<file path="config.mk">
export PLATFORM = sky130hd
export DESIGN_NAME = hex_keypad_scanner
export DESIGN_NICKNAME = d
export VERILOG_FILES = /design/src/rtl/hex_keypad_scanner.sv
export SDC_FILE = /design/constraint.sdc
export NUM_CORES = 1
export LEC_CHECK = 0
export ABC_CLOCK_PERIOD_IN_PS = 2400
export BUFFER_PORTS_ARGS = -buffer_cell sky130_fd_sc_hd__buf_2
export CAP_MARGIN = 30
export CORE_MARGIN = 2
export CORE_UTILIZATION = 53
export DETAILED_ROUTE_END_ITERATION = 7
export GPL_TIMING_DRIVEN = 0
export PLACE_DENSITY = 0.73
export SLEW_MARGIN = 15
export SYNTH_ARGS = -nofsm -noshare
export SYNTH_HDL_FRONTEND = slang
export SYNTH_SLANG_ARGS = --single-unit
</file>
<file path="constraint.sdc">
create_clock -name clkIn -period 2.4 [get_ports clkIn]
set_input_delay 0.36 -clock clkIn [delete_from_list [all_inputs] [get_ports clkIn]]
set_output_delay 0.36 -clock clkIn [all_outputs]
set_load 0.01 [all_outputs]
</file>
<file path="src/rtl/hex_keypad_scanner.sv">
`default_nettype none
`timescale 1ns/1ps
// ============================================================================
//  Module   : hex_keypad_scanner
//  Purpose  : Scans a 4x4 active-low matrix keypad one column at a time,
//             debounces press and release, and presents the hex code of the
//             accepted key with a one-cycle strobe and a held flag.
//  Options  : KEYPAD_AUTOREPEAT_EN - re-strobe a held key after REPEAT_DELAY
//             cycles and then every REPEAT_CYCLES cycles.
//  Revision : 1.0 - initial release
// ============================================================================
module hex_keypad_scanner #(
    parameter int SCAN_DIV        = 4096,
    parameter int DEBOUNCE_CYCLES = 65536,
    parameter int REPEAT_DELAY    = 25000000,
    parameter int REPEAT_CYCLES   = 10000000
) (
    input  logic       clkIn,
    input  logic       rst,
    input  logic [3:0] row,
    output logic [3:0] col,
    output logic [3:0] key_code,
    output logic       key_valid,
    output logic       key_held
);

    localparam int                SLOT_W    = $clog2(SCAN_DIV) + 1;
    localparam int                DEB_W     = $clog2(DEBOUNCE_CYCLES) + 1;
    localparam logic [SLOT_W-1:0] SLOT_LAST = SLOT_W'(SCAN_DIV - 1);
    localparam logic [DEB_W-1:0]  DEB_LAST  = DEB_W'(DEBOUNCE_CYCLES - 1);

    // Nonsensical parameter values are rejected at elaboration.
    if (SCAN_DIV < 4 || DEBOUNCE_CYCLES < 1 || REPEAT_DELAY < 1 || REPEAT_CYCLES < 1) begin : g_param_check
        $error("hex_keypad_scanner: invalid parameter value");
    end

    typedef enum logic [1:0] {
        S_SCAN     = 2'd0,
        S_DEBOUNCE = 2'd1,
        S_PRESSED  = 2'd2,
        S_RELEASE  = 2'd3
    } state_t;

    state_t            state_q, state_d;
    logic [3:0]        rs_meta_q, rs_q;
    logic [1:0]        col_idx_q, col_idx_d;
    logic [SLOT_W-1:0] slot_q, slot_d;
    logic [DEB_W-1:0]  cnt_q, cnt_d;
    logic [3:0]        cap_row_q, cap_row_d;
    logic [3:0]        code_q, code_d;
    logic              valid_q, valid_d;
    logic              held_q, held_d;
    logic              one_low;

`ifdef KEYPAD_AUTOREPEAT_EN
    localparam int               REP_MAX   = (REPEAT_DELAY > REPEAT_CYCLES) ? REPEAT_DELAY : REPEAT_CYCLES;
    localparam int               REP_W     = $clog2(REP_MAX) + 1;
    localparam logic [REP_W-1:0] RD_LAST   = REP_W'(REPEAT_DELAY - 1);
    localparam logic [REP_W-1:0] RC_LAST   = REP_W'(REPEAT_CYCLES - 1);
    logic [REP_W-1:0] rep_q, rep_d;
    logic             rep_first_q, rep_first_d;   // waiting for the first (longer) repeat
`endif

    // Key legend indexed by {row, column}, column 0 leftmost.
    function automatic logic [3:0] key_map(input logic [1:0] r, input logic [1:0] c);
        logic [3:0] k;
        case ({r, c})
            4'h0: k = 4'h1;  4'h1: k = 4'h2;  4'h2: k = 4'h3;  4'h3: k = 4'hA;
            4'h4: k = 4'h4;  4'h5: k = 4'h5;  4'h6: k = 4'h6;  4'h7: k = 4'hB;
            4'h8: k = 4'h7;  4'h9: k = 4'h8;  4'hA: k = 4'h9;  4'hB: k = 4'hC;
            4'hC: k = 4'h0;  4'hD: k = 4'hF;  4'hE: k = 4'hE;  4'hF: k = 4'hD;
            default: k = 4'h0;
        endcase
        return k;
    endfunction

    // Row number of a single-low row pattern.
    function automatic logic [1:0] row_index(input logic [3:0] p);
        logic [1:0] i;
        case (p)
            4'b1101: i = 2'd1;
            4'b1011: i = 2'd2;
            4'b0111: i = 2'd3;
            default: i = 2'd0;
        endcase
        return i;
    endfunction

    assign one_low   = (rs_q == 4'b1110) || (rs_q == 4'b1101) ||
                       (rs_q == 4'b1011) || (rs_q == 4'b0111);
    assign col       = ~(4'b0001 << col_idx_q);
    assign key_code  = code_q;
    assign key_valid = valid_q;
    assign key_held  = held_q;

    // Two-flop synchronizer for the asynchronous row inputs; idle rows read high.
    always_ff @(posedge clkIn or negedge rst) begin
        if (!rst) begin
            rs_meta_q <= 4'hF;
            rs_q      <= 4'hF;
        end else begin
            rs_meta_q <= row;
            rs_q      <= rs_meta_q;
        end
    end

    // Scanner state, counters and output registers.
    always_ff @(posedge clkIn or negedge rst) begin
        if (!rst) begin
            state_q   <= S_SCAN;
            col_idx_q <= 2'd0;
            slot_q    <= '0;
            cnt_q     <= '0;
            cap_row_q <= 4'hF;
            code_q    <= 4'h0;
            valid_q   <= 1'b0;
            held_q    <= 1'b0;
        end else begin
            state_q   <= state_d;
            col_idx_q <= col_idx_d;
            slot_q    <= slot_d;
            cnt_q     <= cnt_d;
            cap_row_q <= cap_row_d;
            code_q    <= code_d;
            valid_q   <= valid_d;
            held_q    <= held_d;
        end
    end

`ifdef KEYPAD_AUTOREPEAT_EN
    // Auto-repeat interval counter.
    always_ff @(posedge clkIn or negedge rst) begin
        if (!rst) begin
            rep_q       <= '0;
            rep_first_q <= 1'b1;
        end else begin
            rep_q       <= rep_d;
            rep_first_q <= rep_first_d;
        end
    end
`endif

    // Next-state logic: scan, debounce press, hold, debounce release.
    always_comb begin
        state_d   = state_q;
        col_idx_d = col_idx_q;
        slot_d    = slot_q;
        cnt_d     = cnt_q;
        cap_row_d = cap_row_q;
        code_d    = code_q;
        valid_d   = 1'b0;
        held_d    = held_q;
`ifdef KEYPAD_AUTOREPEAT_EN
        rep_d       = rep_q;
        rep_first_d = rep_first_q;
`endif
        case (state_q)
            S_SCAN: begin
                if (slot_q >= SLOT_LAST) begin
                    slot_d = '0;
                    if (one_low) begin
                        cap_row_d = rs_q;
                        cnt_d     = '0;
                        state_d   = S_DEBOUNCE;
                    end else begin
                        col_idx_d = col_idx_q + 2'd1;
                    end
                end else begin
                    slot_d = slot_q + 1'b1;
                end
            end
            S_DEBOUNCE: begin
                if (rs_q != cap_row_q) begin
                    // Bounce: resume scanning this same column with a fresh slot.
                    state_d = S_SCAN;
                    slot_d  = '0;
                    cnt_d   = '0;
                end else if (cnt_q >= DEB_LAST) begin
                    state_d = S_PRESSED;
                    code_d  = key_map(row_index(cap_row_q), col_idx_q);
                    valid_d = 1'b1;
                    held_d  = 1'b1;
                    cnt_d   = '0;
`ifdef KEYPAD_AUTOREPEAT_EN
                    rep_d       = '0;
                    rep_first_d = 1'b1;
`endif
                end else begin
                    cnt_d = cnt_q + 1'b1;
                end
            end
            S_PRESSED: begin
                if (rs_q == 4'hF) begin
                    state_d = S_RELEASE;
                    cnt_d   = '0;
`ifdef KEYPAD_AUTOREPEAT_EN
                    rep_d       = '0;
                    rep_first_d = 1'b1;
                end else if (rep_q >= (rep_first_q ? RD_LAST : RC_LAST)) begin
                    valid_d     = 1'b1;
                    rep_d       = '0;
                    rep_first_d = 1'b0;
                end else begin
                    rep_d = rep_q + 1'b1;
`endif
                end
            end
            S_RELEASE: begin
                if (rs_q != 4'hF) begin
                    cnt_d = '0;
                end else if (cnt_q >= DEB_LAST) begin
                    state_d   = S_SCAN;
                    held_d    = 1'b0;
                    col_idx_d = col_idx_q + 2'd1;
                    slot_d    = '0;
                    cnt_d     = '0;
                end else begin
                    cnt_d = cnt_q + 1'b1;
                end
            end
            default: state_d = S_SCAN;
        endcase
    end

endmodule
`default_nettype wire

</file>
# Word level (Yosys, flattened, before mapping)
# Memories as Yosys holds them, arrays and structs flattened. A register that Yosys moved wholly into a read port is not among the register bits.
# Cells that the tools add are included.
# op_classes
order_cmp,2
mux,37
n_reduce_logical,15
n_eq_ne,23
shift,1
multipliers,0
n_addsub,3
bitwise_logic,2
div,0
# ops
op,n
$mux 17,6
$pmux 17 s4,1
$mux 13,4
$pmux 13 s3,1
$mux 2,14
$eq 4x4->1 const B,6
$ne 2x2->1 const B,9
$add 17x1->17 const B,1
$ge 17x16->1 const B,1
$add 13x1->13 const B,1
$ge 13x12->1 const B,1
$reduce_and 5->1,2
$reduce_and 3->1,3
$eq 4x3->1 const B,2
$pmux 2 s4,1
$mux 1,7
$pmux 2 s3,1
$reduce_and 6->1,1
$eq 2x2->1 const B,2
$ne 4x4->1,1
$ne 4x4->1 const B,1
$not 4->4,1
$pmux 2 s2,1
$reduce_and 4->1,1
11 further kinds,14
# totals
memories,1
reg_bits,48
rom_bits,64
output_inout_bits,10
latchBits,0
ramBits,0
in_bits,6
# memory_table
memory,words,word_bits,read_ports,rd_clocked_by_memory_dff,wr,line_no,text
(name not given),16,4,1,1,0,67,"case ({r, c})"

# Longest topological paths before layout
# Gate-level depths: netlist of run 1.
# logic_depth
depth_word,7
depth_mapped,10
ltp_nobuf,8

# Least setup slack after synthesis of run 1
# OpenSTA, ideal clock, no wires.
# synth_path
path_kind,register -> register
from,reg cnt_q[9]
to,reg slot_q[11]
setup_slack_ns,0.167
path_buffers,1
setup_ns,0.126
stages_incl_launch_ff,10
arrival_ns,2.107
required_ns,2.274
path_cell_list,dfrtp_1 > and4_1 > nand2_1 > nor3_1 > ha_1 > or2_2 > clkbuf_1 > nand2_1 > a31o_4 > a221o_1
# synth_between
elab_chain_cells,3
# synth_lines
element,line_no,text
"start, declared",48,"logic [DEB_W-1:0] cnt_q, cnt_d;"
"start signal, assigned",122,cnt_q <= cnt_d;
$ge 17x16->1,211,end else if (cnt_q >= DEB_LAST) begin
$ne 2x2->1 (no line),--,
$reduce_and 4->1 (no line),--,
"end signal, assigned",121,slot_q <= slot_d;
"end, declared",47,"logic [SLOT_W-1:0] slot_q, slot_d;"
# Every way passes these cells.
# A chain may end at the register's enable or synchronous reset.

# Worst setup path after layout of run 1
# layout_path
from,reg cnt_q[11]
to,reg slot_q[11]
# The elaborated chain is that of the path after synthesis.

==> summary.txt, run 1 <==
Run status
  – Status: finished, violations left
  – Failing checks: negative hold slack

Power
  – Clock share of power: 0.357
  – Leakage power: ~1.4 nW
  – Reg power frac: 0.606
  – Comb pwr share: 0.037
  – VDD IR max: 0.000341 V
  – Total internal power: ~1.1 mW
  – Tot Pwr: about 1.5 mW
  – Net Sw Frac: 0.238
  – NetSw: ~0.35 mW
  – PwrDens: between 400 and 500 mW/mm2

Synth
  – Top post-synthesis cells by area: dfrtp_1, dfstp_2, ha_1
  – Synth top cells by count: dfrtp_1, nand2_1, nand3_1
  – Synth Flop Type: dfrtp_1
  – Mapped Nets: 317
  – Asr flop ratio synth: 1.00
  – Top-count cell post-synth: dfrtp_1
  – Post-synth top area cell: dfrtp_1
  – Synthesized area: about 0.003 mm2
  – Synth top area share: 0.332
  – Ys Warns: 0
  – Sequential element share of the synthesized area: 0.437
  – Netlist cell types: 55
  – Post-synth EDFFs: 0
  – Synth Instances: 302
  – FF+latch count, synth: 52
  – Avg Inst Size Synth: 9.98 um2

Clocking
  – Clock-pin transition on the worst setup and hold timing paths: around 0.10 ns
  – Post-CTS Setup Inserts: 0
  – CTS buffer count: 5
  – Hold Buf Count CTS: 0
  – CTS tree: built
  – Worst-Skew Late Latency: about 0.31 ns
  – CTS H-tree lvls: 2
  – Root buf cell: clkbuf_8
  – Clock Path Buffers: 2
  – Clk sinks: between 50 and 60

Cells and area
  – Final #Nets: about 340
  – Syn-to-layout area delta: 10.5%
  – Final Util: 0.605
  – # diodes: 0
  – Fraction of final layout cells sized beyond drive strength 1: 0.274
  – Fin cells: 397
  – Filler Cells Inserted: roughly 470

Route
  – DR iter-0 viols: 119
  – Via/cell ratio: around 6.0
  – DRC viols: 0
  – Via count: ~2400
  – DRT Pass-1 Iters: 4
  – WL per Instance: 15.3 um
  – Remaining antenna violation count after routing: 0
  – Total Wirelength: around 6.1 mm

Timing
  – Hold_ws: -0.000941 ns
  – Worst slew margin: 0.603
  – Final Max Slew Viols: 0
  – RSZ-0062 raised after global routing: false
  – Final min period: approximately 2.3 ns
  – Final Skew: 0.00925 ns
  – Fin crit share: 0.953
  – Achievable Freq: approximately 440 MHz
  – # setup viols final: 0
  – Final Hold Viols: 7
  – Slew @ Worst Pin: just under 0.6 ns
  – Final TNS setup: 0 ns

Floorplanning
  – Top-Level Pins: 16
  – Die Y: approximately 79 um
  – Cell Rows: 27
  – DIE AREA: about 0.0063 mm2
  – Core Footprint: 0.00551 mm2
  – Starting Density: 0.547
  – Die X: 79.4 um

Critical path
  – CP bufs+invs: 0
  – Slowest cell on crit path: dfrtp_1
  – Nature of the critical path endpoint: register
  – Worst Setup Path Type: register to register
  – Worst stage delay on the critical path: 0.42 ns
  – CP most frequent cell: nand2_1
  – Critical-path cell list: and4_1, nand2_1, nor3_1, ha_1, or2_4, nand2_1, a31o_4, a221o_1
  – Worst Path Arrival: around 2.5 ns
  – CP startpoint kind: register
  – Worst EP required: 2.59 ns
  – Largest fanout on the critical path: 7
  – Worst path top cell family by delay: simple AND/OR/NAND/NOR gates

Placement
  – Routability-driven placement congestion ratio: 0.870
  – Cells after DPL: between 300 and 400
  – Hpwl dp: between 4 and 5 mm
  – IO buf count: 15

Global routing
  – M1 GR Usage: 0.296
  – Met3 GRT Util: 0.0351
  – Tot GR Track Use: 0.213
  – Initial antenna violation count: 0
  – Largest net degree at the start of global routing: 33
  – Grt ovf: 0
  – M2 GR Usage: 0.346
  – Vias in the first global route: about 2300
  – First-pass GRT wire length: 10.8 mm
  – GR peak layer: met2

Hold path
  – Hold Path Class: primary input to asynchronous set/reset pin

Flow run
  – Max-Cap Viols: 0
kinds of logic (layout without fill, tap and decap cells):
| kind of cell | after synthesis | count (layout) | share of synthesized area |
|---|---|---|---|
| muxes | 19 | 19 | 0.0669 |
| AOI/OAI and AO/OA | 66 | 66 | 0.165 |
| buffers and inverters | 33 | 56 | 0.0486 |
| xor gates and xnor gates | 9 | 9 | 0.0262 |
| adders and majority gates | 9 | 9 | 0.0374 |
| DFF | 52 | 52 | 0.437 |
| and+or+nand+nor | 114 | 114 | 0.219 |
path summary, 6_finish.rpt:
kind	from	endpoint	slack (ns)	cells past startpoint
setup reg to reg	cnt_q[11]	slot_q[11]	0.11	8
hold / removal	rst	cnt_q[5]	-0.0009	1
setup / recovery	cnt_q[11]	slot_q[11]	0.11	8
hold reg to reg	rs_meta_q[1]	rs_q[1]	0.36	0
max in group asynchronous	rst	cnt_q[9]	1.86	2
min in group clkIn	row[0]	rs_meta_q[0]	0.13	1
cells in the final DEF (no fill, tap or decap), types with 4 or more instances in the layout:
| cell type | n |
|---|---|
| o21ai_0 | 12 |
| dfrtp_1 | 36 |
| a41oi_1 | 4 |
| xnor2_1 | 7 |
| nand2_1 | 21 |
| nand3_1 | 19 |
| dfrtp_2 | 4 |
| a311oi_1 | 9 |
| mux2i_1 | 10 |
| a21oi_1 | 12 |
| buf_2 | 29 |
| clkbuf_8 | 5 |
| a31oi_1 | 7 |
| mux2_2 | 9 |
| nor2b_1 | 4 |
| and3_1 | 10 |
| nor3_1 | 8 |
| nor2_1 | 12 |
| ha_1 | 8 |
| dfstp_2 | 12 |
| a221o_1 | 4 |
| nand2b_1 | 6 |
| nand4_1 | 10 |
| inv_1 | 14 |
final cells by class:
cell class / count / area (um2) / area share
multi-input cells: 217 / 1580 / 0.474
flip-flops and latches: 52 / 1320 / 0.397
plain buffers: 18 / 96.3 / 0.0289
repair buffers: 16 / 95.1 / 0.0286
well taps: 72 / 90.1 / 0.0271
clock buffers: 5 / 68.8 / 0.0207
inverters: 14 / 52.6 / 0.0158
clock inverters: 3 / 26.3 / 0.00789
metrics by stage:
stage,area (um2),setup slack [ns]
floorplan,3010,0.167
finish,3330,0.113
global route,3330,0.000689
detailed placement,3200,-0.452
global placement,3180,-0.366
CTS,3300,0.0109
power groups by stage:
stage / combinational [mW] / sequential (mW) / clock [mW]
2_1_floorplan: 0.0249 / 0.908 / 0
3_3_place_gp: 0.0503 / 0.908 / 0
3_5_place_dp: 0.0556 / 0.908 / 0
4_1_cts: 0.0558 / 0.892 / 0.547
5_1_grt: 0.0621 / 0.893 / 0.574
6_report: 0.0542 / 0.892 / 0.526
layer usage:
| layer | part of all wire | wire length, um |
|---|---|---|
| met1 | 0.48 | 2920 |
| met2 | 0.48 | 2910 |
| met3 | 0.033 | 198 |
| met4 | 0.0064 | 39 |
| met5 | 0 | 0 |
repair_timing:
action / 4_1_cts / 5_1_grt
endpoints found under the setup margin: 32 / 30
pin swaps: 0 / 1
gates resized for setup: 2 / 12
flip-flops by register name (all words and copies together), names as in the netlist, named ones only:
| name | count |
|---|---|
| cap_row_q | 4 |
| rs_q | 4 |
| col_idx_q | 2 |
| key_valid | 1 |
| state_q | 1 |
| slot_q | 13 |
| key_held | 1 |
| cnt_q | 17 |
| key_code | 4 |
| rs_meta_q | 4 |
Note: power is estimated with default switching activity, not from simulation.
==> run 2, diff against run 1 <==
REMOVE_ABC_BUFFERS = 1   (was unset)
==> run 2 against run 1 <==
Against the previous run: clock-buffer cell count grew 3; fmax grew 1.6%; cell count shrank 2.5%; clock power grew 7.6%; the flow now finishes without violations; global-route usage grew 0.93 points; final area grew 1.4%; critical path depth shrank 2; clock skew grew 0.0083 ns.
==> summary.txt, run 2 (same netlist as run 1, synthesis figures left out) <==
Run status
  – Status: complete, no violations

Hold path
  – Hold path endpoint: rs_meta_q[3]
  – Min-delay src: row[3]
  – Hold Path Class: primary input to register
  – Hold depth: 1

Placement
  – Post-place setup slack: -0.346 ns
  – Hpwl dp: roughly 4.2 mm
  – Routability-driven placement congestion ratio: roughly 0.85
  – Cells after DPL: between 300 and 400
  – IO buf count: 15
  – Dpl cell area: 0.00313 mm2

Cells and area
  – Commonest cells after routing, fill and taps aside: dfrtp_1, nand2_1, nand3_1, buf_2, inv_1
  – Syn-to-layout area delta: 12.0%
  – Fin cells: approximately 390
  – Most common cell after layout, fill and taps aside: dfrtp_1
  – Fraction of final layout cells sized beyond drive strength 1: 0.263
  – Largest register FFs: 17
  – Post-route cell area: 0.00338 mm2
  – # diodes: 0
  – Largest registers: cnt_q x17, slot_q x13
  – Final #Nets: 329
  – Most flop-heavy register: cnt_q

Route
  – DRC viols: 0
  – Via count: between 2000 and 2500
  – Total Wirelength: between 6 and 7 mm
  – Via/cell ratio: between 6 and 7
  – WL per Instance: 16.5 um
  – DRT Pass-1 Iters: 4
  – Remaining antenna violation count after routing: 0
  – DR iter-0 viols: approximately 140

Clocking
  – CTS tree: built
  – Root buf cell: clkbuf_8
  – CTS H-tree lvls: 2
  – CTS buffer count: 5
  – Clock-pin transition on the worst setup and hold timing paths: 0.10 ns
  – Clock Path Buffers: 2
  – Clk sinks: between 50 and 60
  – Worst-Skew Late Latency: roughly 0.32 ns

Timing
  – Slew @ Worst Pin: 0.569 ns
  – Final TNS setup: 0 ns
  – Worst setup margin: between 0.1 and 0.15 ns
  – Final Hold Viols: 0
  – Final Skew: around 0.018 ns
  – Worst slew margin: 0.620
  – Fin crit share: 0.938
  – Achievable Freq: between 400 and 500 MHz
  – Final Max Slew Viols: 0
  – # setup viols final: 0
  – Final min period: around 2.3 ns

Critical path
  – RR Endpoint: cnt_q[5]
  – CP bufs+invs: 1
  – Length in cells of the worst reg-to-reg path: 6
  – Worst path top cell family by delay: simple AND/OR/NAND/NOR gates
  – Reg2reg setup slack: between 0.1 and 0.15 ns
  – CP most frequent cell: nor4_4
  – Critical-path cell list: nand4_1, nor4_4, nor4_4, buf_4, or2_2, a221o_1
  – Largest fanout on the critical path: 8
  – Slowest cell on crit path: nor4_4
  – Worst EP required: roughly 2.6 ns
  – Nature of the critical path endpoint: register
  – Worst Setup Path Type: register to register
  – Worst stage delay on the critical path: ~0.46 ns
  – Worst Path Arrival: 2.46 ns
  – Critical R2R Launch: slot_q[8]
  – CP startpoint kind: register

Global routing
  – First-pass GRT wire length: approximately 11 mm
  – Vias in the first global route: around 2300
  – Initial antenna violation count: 0
  – Largest net degree at the start of global routing: 34
  – Tot GR Track Use: 0.222
  – Grt ovf: 0

Floorplanning
  – Die X: between 70 and 80 um
  – Die Y: 79.4 um
  – DIE AREA: ~0.0063 mm2
  – Starting Density: 0.547
  – Cell Rows: 27
  – Core Footprint: 0.00551 mm2
  – Top-Level Pins: 16

Power
  – VDD IR max: roughly 0.00037 V
  – Leakage power: between 1 and 1.5 nW
  – PwrDens: about 450 mW/mm2

Flow run
  – Max-Cap Viols: 0
==> run 2: cell count changes in the layout (fill, tap and decap cells not counted), sizes merged <==
cell / change
a21oi: +1
buf: -11
clkbuf: +2
clkinv: -1
dlygate4sd3: +1
inv: -2
==> run 2: repair_timing <==
action / in CTS / in global routing
hold endpoints to repair: 3 / 0
resized for setup: 4 / 17
setup buffers: 1 / 1
gates cloned: 1 / 0
hold buffers: 1 / 0
pin swaps: 0 / 2
endpoints found under the setup margin: 29 / 30
==> run 2: worst max path at each step <==
stage | from | to | slack, ns | cells past startpoint
2_1_floorplan | slot_q[0] | cnt_q[16] | -1.01 | 6
3_3_place_gp | slot_q[0] | cnt_q[9] | -2.56 | 6
3_5_place_dp | cnt_q[0] | key_code[0] | -0.35 | 8
4_1_cts | cnt_q[0] | cnt_q[14] | 0.0004 | 8
5_1_grt | slot_q[8] | cnt_q[5] | -0.002 | 6
6_report | slot_q[8] | cnt_q[5] | 0.15 | 6
==> run 2: final cells by class <==
| cell class | count | area [um2] |
|---|---|---|
| Sequential cell | 52 | 1330 |
| Fill cell | 442 | 2130 |
| Clock buffer | 8 | 101 |
| Timing Repair Buffer | 23 | 170 |
| Multi-Input combinational cell | 218 | 1630 |
| Tap cell | 72 | 90.1 |
| Inverter | 14 | 52.6 |
==> run 2: layer usage <==
metal / up-vias / wire (um) / global-route usage
met4: 0 / 81 / 0.0776
met5: - / 0 / 0
met3: 8 / 114 / 0.0339
met2: 23 / 3200 / 0.374
li1: 1155 / - / -
met1: 1166 / 3010 / 0.293
==> run 2: power breakdown <==
group          internal [mW]  total, mW  switching, mW
Sequential             0.888      0.898        0.00959
Clock                  0.271      0.566          0.295
Combinational         0.0165     0.0466         0.0301
Total                   1.18       1.51          0.335
==> run 2: through the flow <==
step,utilization,power [mW],hold WS (ns)
floorplan,-,0.930,0.0644
global placement,0.560,0.955,0.345
detailed placement,0.569,0.962,0.344
CTS,0.599,1.52,0.132
global route,0.613,1.55,0.129
finish,0.613,1.51,0.139
